$ cat config.mk
export PLATFORM = sky130hd
export DESIGN_NAME = spi_slave_control
export DESIGN_NICKNAME = d
export VERILOG_FILES = /design/src/rtl/spi_slave_control_pkg.sv /design/src/rtl/spi_sync_edge.sv /design/src/rtl/spi_slave_control.sv
export SDC_FILE = /design/constraint.sdc
export NUM_CORES = 1
export LEC_CHECK = 0
export BUFFER_PORTS_ARGS = -buffer_cell sky130_fd_sc_hd__buf_2
export CAP_MARGIN = 20
export CORE_UTILIZATION = 30
export CTS_CLUSTER_SIZE = 8
export DETAILED_ROUTE_END_ITERATION = 7
export PLACE_DENSITY = 0.53
export RECOVER_POWER = 25
export SLEW_MARGIN = 20
export SYNTH_ARGS = -nofsm -noshare
export SYNTH_HDL_FRONTEND = slang
export SYNTH_SLANG_ARGS = --single-unit
$ cat constraint.sdc
create_clock -name I_CLK -period 2 [get_ports I_CLK]
set_clock_uncertainty 0.15 [all_clocks]
set_input_delay 0.3 -clock I_CLK [delete_from_list [all_inputs] [get_ports I_CLK]]
set_output_delay 0.3 -clock I_CLK [all_outputs]
set_load 0.02 [all_outputs]
$ cat src/rtl/spi_slave_control_pkg.sv
// spi_slave_control_pkg: FSM state encoding and parameter defaults shared by the SPI slave files
package spi_slave_control_pkg;
  typedef enum logic [1:0] {IDLE, LOAD, SHIFT} state_t;
  localparam int DEF_DATA_WIDTH = 8;
  localparam logic [7:0] DEF_FILL_BYTE = 8'hFF;
endpackage

$ cat src/rtl/spi_sync_edge.sv
// spi_sync_edge: 2-FF synchronizer for one asynchronous SPI pin, with rise/fall pulses
module spi_sync_edge #(
  parameter bit INIT = 1'b0
) (
  input  logic I_CLK,
  input  logic I_RESETN,
  input  logic I_PIN,
  output logic O_LEVEL,
  output logic O_RISE,
  output logic O_FALL
);
  logic [2:0] s;
  always_ff @(posedge I_CLK) s <= !I_RESETN ? {3{INIT}} : {s[1:0], I_PIN};
  assign O_LEVEL = s[1];
  assign O_RISE = s[1] & ~s[2];
  assign O_FALL = ~s[1] & s[2];
endmodule

$ cat src/rtl/spi_slave_control.sv
// spi_slave_control: CPHA=0 SPI slave, byte-wide rx valid/ack and one-deep tx holding register.
// Define SPI_SLAVE_ECHO_EN to send the last received word on tx underrun instead of FILL_BYTE.
module spi_slave_control
  import spi_slave_control_pkg::*;
#(
  parameter int DATA_WIDTH = DEF_DATA_WIDTH,
  parameter bit CPOL = 1'b0,
  parameter bit MSB_FIRST = 1'b1,
  parameter logic [DATA_WIDTH-1:0] FILL_BYTE = DATA_WIDTH'(DEF_FILL_BYTE)
) (
  input  logic                  I_CLK,
  input  logic                  I_RESETN,
  input  logic                  SPI_SCLK,
  input  logic                  SPI_SS_N,
  input  logic                  SPI_MOSI,
  output logic                  SPI_MISO,
  output logic                  SPI_MISO_OE,
  input  logic [DATA_WIDTH-1:0] I_TX_DATA,
  input  logic                  I_TX_EN,
  output logic                  O_TX_READY,
  output logic [DATA_WIDTH-1:0] O_RX_DATA,
  output logic                  O_RX_VALID,
  input  logic                  I_RX_ACK,
  output logic                  O_OVERRUN,
  output logic                  O_UNDERRUN,
  input  logic                  I_CLR_FLAGS,
  output logic                  O_BUSY
);
  localparam int CW = $clog2(DATA_WIDTH);
  localparam logic [CW-1:0] LAST = CW'(DATA_WIDTH - 1);
  state_t state;
  logic [DATA_WIDTH-1:0] hold, tx_shift, rx_shift, rx_next, tx_shifted, under_word;
  logic [CW-1:0] bit_cnt;
  logic sclk_rise, sclk_fall, sclk_lvl_unused, ss_lvl, ss_fall, ss_rise_unused;
  logic mosi_lvl, mosi_rise_unused, mosi_fall_unused;
  logic sample_edge, shift_edge, tx_bit, load;
  spi_sync_edge #(.INIT(CPOL)) u_sclk (.I_CLK(I_CLK), .I_RESETN(I_RESETN), .I_PIN(SPI_SCLK),
    .O_LEVEL(sclk_lvl_unused), .O_RISE(sclk_rise), .O_FALL(sclk_fall));
  spi_sync_edge #(.INIT(1'b1)) u_ss (.I_CLK(I_CLK), .I_RESETN(I_RESETN), .I_PIN(SPI_SS_N),
    .O_LEVEL(ss_lvl), .O_RISE(ss_rise_unused), .O_FALL(ss_fall));
  spi_sync_edge #(.INIT(1'b0)) u_mosi (.I_CLK(I_CLK), .I_RESETN(I_RESETN), .I_PIN(SPI_MOSI),
    .O_LEVEL(mosi_lvl), .O_RISE(mosi_rise_unused), .O_FALL(mosi_fall_unused));
`ifdef SPI_SLAVE_ECHO_EN
  assign under_word = O_RX_DATA;
`else
  assign under_word = FILL_BYTE;
`endif
  assign sample_edge = CPOL ? sclk_fall : sclk_rise;
  assign shift_edge = CPOL ? sclk_rise : sclk_fall;
  assign tx_bit = MSB_FIRST ? tx_shift[DATA_WIDTH-1] : tx_shift[0];
  assign tx_shifted = MSB_FIRST ? tx_shift << 1 : tx_shift >> 1;
  assign rx_next = MSB_FIRST ? {rx_shift[DATA_WIDTH-2:0], mosi_lvl} : {mosi_lvl, rx_shift[DATA_WIDTH-1:1]};
  // the trailing edge of each completed word preloads the next one, exactly like LOAD
  assign load = state == LOAD || (state == SHIFT && !ss_lvl && shift_edge && bit_cnt == '0);
  assign SPI_MISO_OE = O_BUSY;
  always_ff @(posedge I_CLK) begin
    if (!I_RESETN) begin
      state <= IDLE;
      hold <= '0;
      tx_shift <= '0;
      rx_shift <= '0;
      bit_cnt <= '0;
      SPI_MISO <= 1'b0;
      O_TX_READY <= 1'b1;
      O_RX_DATA <= '0;
      O_RX_VALID <= 1'b0;
      O_OVERRUN <= 1'b0;
      O_UNDERRUN <= 1'b0;
      O_BUSY <= 1'b0;
    end else begin
      if (I_CLR_FLAGS) begin
        O_OVERRUN <= 1'b0;
        O_UNDERRUN <= 1'b0;
      end
      if (I_RX_ACK) O_RX_VALID <= 1'b0;
      if (I_TX_EN && O_TX_READY) begin
        hold <= I_TX_DATA;
        O_TX_READY <= 1'b0;
      end
      SPI_MISO <= O_BUSY & tx_bit;
      case (state)
        IDLE: if (ss_fall) begin
          state <= LOAD;
          O_BUSY <= 1'b1;
        end
        LOAD: begin
          state <= SHIFT;
          bit_cnt <= '0;
        end
        default: if (ss_lvl) begin
          state <= IDLE;
          O_BUSY <= 1'b0;
        end else if (sample_edge) begin
          rx_shift <= rx_next;
          bit_cnt <= bit_cnt == LAST ? '0 : bit_cnt + 1'b1;
          if (bit_cnt == LAST) begin
            O_RX_DATA <= rx_next;
            O_RX_VALID <= 1'b1;
            if (O_RX_VALID && !I_RX_ACK) O_OVERRUN <= 1'b1;
          end
        end else if (shift_edge) tx_shift <= tx_shifted;
      endcase
      // an empty holding register leaves O_TX_READY alone so a same-cycle write is kept
      if (load) begin
        tx_shift <= O_TX_READY ? under_word : hold;
        if (O_TX_READY) O_UNDERRUN <= 1'b1;
        else O_TX_READY <= 1'b1;
      end
    end
  end
endmodule
==> flow_summary.ini <==
[setup_path]
critPathCapture = O_OVERRUN$_SDFF_PN0_
cp-end-kind = register
rr_startpoint = bit_cnt[0]$_SDFFE_PN0P_
worst_setup_path_startpoint = bit_cnt[0]$_SDFFE_PN0P_
timing.reg2reg.setup_slack_ns = 0.38
crit_path_max_fanout = 10
timing.rr.end = O_OVERRUN$_SDFF_PN0_
worst-endpoint-arrival_ns = 1.72
worst_setup_path_start_kind = register
timing.setup.critical_path_class = register to register
worst_ep_required_time_ns = 2.10
ff2ff_path_depth = 5

[power]
power_mw = 2.00
p_switching_mw = 0.406
portion_of_total_power_attributed_to_sequential_cells = 0.516
internal_power_mw = 1.59
power_density_nw_per_um2 = 866
ir_drop_mv = 0.519
p_sw_frac = 0.203
p_comb_frac = 0.050
pwr-share-clk = 0.433
static-leakage-power_nw = 0.869

[floorplan]
floorplan.rows = 29
die-area_um2 = 6910
floorplan_core_area_um2 = 6350
starting_density_of_the_core = 0.311
die_height_um = 83.1
top_level_ports = 31
horizontal_die_dimension_um = 83.1

[run]
drv_cap = 0

[cts]
post-cts-setup-buffers = 0
worst_skew_pair.late_latency_ns = 0.30
cts.reportedPaths.clkPinSlew_ns = 0.09
tritoncts = yes
htree_levels = 2
cts_buffers = 5
cts.repair.resized = 0
cts_sinks = 50
hold_buf_cts = 0
root_buffer = sky130_fd_sc_hd__clkbuf_8
cts.path.max_buffers = 2

[yosys]
yosys_warnings = 0
ys_types = 32
synthSimpleGateAreaFrac = 0.257
synthesis.area_per_instance_um2 = 8.97
netlist_area_pre_place_um2 = 1970
synth_top_family_by_area = simple AND/OR/NAND/NOR gates
synth_enable_flop_cells = 0
post_synth_xor_area_fraction = 0
ys_ff_latch = 50
muxShareOfSynthArea = 0
postSynthCellCount = 220
postSynth.asyncResetShare = 0
synth_adder_area_share = 0.0190
postSynth.topFlopCell = sky130_fd_sc_hd__dfxtp_1
synthesized_nets = 239
synth_sequential_area_ratio = 0.507
synth_compound_gate_area_share = 0.169

[drt]
wl_per_cell_um = 11.6
via_count = 1523
detail-route-antenna-nets = 0
drt-pass1-iter-count = 4
drcViolationCount = 0
drt-vias-per-instance = 4.69
routed_wirelength_um = 3760
drc_marker_count_from_the_first_detailed_route_iteration = 42

[final_layout]
final_cell_count_no_fill = 325
diodes = 0
mostFrequentLayoutCells = sky130_fd_sc_hd__dfxtp_1 (50), sky130_fd_sc_hd__nand2_1 (38), sky130_fd_sc_hd__buf_2 (28)
fin_nets = 266
syn2layout_area_growth_pct = 17.1
layout-drive-gt1-share = 0.181
mostFrequentLayoutCell = sky130_fd_sc_hd__dfxtp_1

[global_route]
first_global_vias = 1456
grt_overflow = 0
largest_net_degree_at_the_start_of_global_routing = 27
grt_first_pass_wirelength_um = 6560
antenna_found_initial = 0
gr-usage-all-layers = 0.116

[placed_design]
post-place-ws_ns = 0.388
detailedPlacementHpwl_um = 2630
placedCellCount = 317
gp_congestion = 0.707
buffer_ports.inserted = 30

[timing]
timing.final.hold_violations = 0
setup_tns_ns = 0
maxClockFrequency_ghz = 0.619
maxSlewViolCount = 0
finalWorstPathRequiredPeriod_ns = 1.62
final-setup-viol-count = 0
timing.final.ws_setup_ns = 0.384
slew_headroom = 0.384
worstMarginPinSlew_ns = 0.923
holdWs_ns = 0.0302
rsz0062_at_grt = no
period_share = 0.808

[hold_path]
timing.hold.worst.class = input port to register

[run_status]
run_status = complete, no violations
## synthesized netlist by cell type (2+ instances only)
| master | count | share of area |
|---|---|---|
| sky130_fd_sc_hd__o21ai_1 | 2 | 0.0051 |
| sky130_fd_sc_hd__ha_1 | 3 | 0.019 |
| sky130_fd_sc_hd__nor2_1 | 12 | 0.023 |
| sky130_fd_sc_hd__inv_1 | 4 | 0.0076 |
| sky130_fd_sc_hd__nand3_1 | 23 | 0.058 |
| sky130_fd_sc_hd__nand2b_1 | 5 | 0.016 |
| sky130_fd_sc_hd__nor3b_1 | 2 | 0.0076 |
| sky130_fd_sc_hd__o31ai_1 | 7 | 0.027 |
| sky130_fd_sc_hd__and2_1 | 7 | 0.022 |
| sky130_fd_sc_hd__nor2b_1 | 2 | 0.0063 |
| sky130_fd_sc_hd__nand2_1 | 38 | 0.072 |
| sky130_fd_sc_hd__o22ai_1 | 2 | 0.0063 |
| sky130_fd_sc_hd__nor3_1 | 8 | 0.020 |
| sky130_fd_sc_hd__clkbuf_1 | 8 | 0.015 |
| sky130_fd_sc_hd__a21oi_1 | 5 | 0.013 |
| sky130_fd_sc_hd__a21boi_0 | 24 | 0.091 |
| sky130_fd_sc_hd__buf_4 | 4 | 0.015 |
| sky130_fd_sc_hd__dfxtp_1 | 50 | 0.51 |
## metrics by stage
stage          area (um^2)   util
2_1_floorplan         1970      -
3_3_place_gp          2180  0.343
3_5_place_dp          2180  0.343
4_1_cts               2320  0.365
5_1_grt               2310  0.364
6_report              2310  0.364
## layout make-up
class	count	area, um^2
inverters	4	15.0
multi-input cells	151	877
clock inverters	2	60.1
fillers	645	4040
repair buffers	35	178
clock buffers	6	82.6
flip-flops and latches	50	1000
well taps	77	96.3
## registers in the layout, indices dropped and copies added (netlist names), 2 cells and up
name	cells
O_RX_DATA	8
hold	8
tx_shift	8
rx_shift	7
bit_cnt	3
u_sclk.s	3
u_ss.s	3
state	2
u_mosi.s	2
## metal layers
metal | vias to the layer above | GRT usage | share of wire | wire length [um]
li1 | 797 | - | - | -
met1 | 689 | 0.149 | 0.52 | 1940
met2 | 31 | 0.177 | 0.42 | 1570
met3 | 6 | 0.0328 | 0.047 | 177
met4 | 0 | 0.0564 | 0.020 | 74
met5 | - | 0 | 0 | 0
## power by group through the flow
stage / logic (mW) / registers (mW) / clock network, mW
floorplan: 0.0717 / 1.05 / 0
global placement: 0.105 / 1.06 / 0
detailed placement: 0.105 / 1.06 / 0
CTS: 0.105 / 1.03 / 0.891
global route: 0.116 / 1.04 / 0.925
finish: 0.101 / 1.03 / 0.866
## worst max-delay path: stages, from the launching register on
cell and delay (ns):
sky130_fd_sc_hd__dfxtp_1 0.38, sky130_fd_sc_hd__ha_1 0.16, sky130_fd_sc_hd__ha_1 0.36, sky130_fd_sc_hd__nand2_2 0.22, sky130_fd_sc_hd__o22ai_1 0.16, sky130_fd_sc_hd__and2_1 0.13
## cells by family after synthesis
family / Yosys count
adders and majority gates: 3
AOI/OAI and AO/OA: 45
buffers and inverters: 19
and+or+nand+nor: 103
DFF: 50
## how the worst min path moves through the flow
stage                                     from                   end  slack, ns  depth (start not counted)
after floorplan           u_ss.s[0]$_SDFF_PN1_  u_ss.s[1]$_SDFF_PN1_       0.24                          1
after global placement    u_ss.s[0]$_SDFF_PN1_  u_ss.s[1]$_SDFF_PN1_       0.25                          1
after detailed placement  u_ss.s[0]$_SDFF_PN1_  u_ss.s[1]$_SDFF_PN1_       0.25                          1
after CTS                             SPI_SS_N  u_ss.s[0]$_SDFF_PN1_       0.03                          2
after global routing                  SPI_SS_N  u_ss.s[0]$_SDFF_PN1_       0.03                          2
final                                 SPI_SS_N  u_ss.s[0]$_SDFF_PN1_       0.03                          2
(Power assumes the default switching activity.)
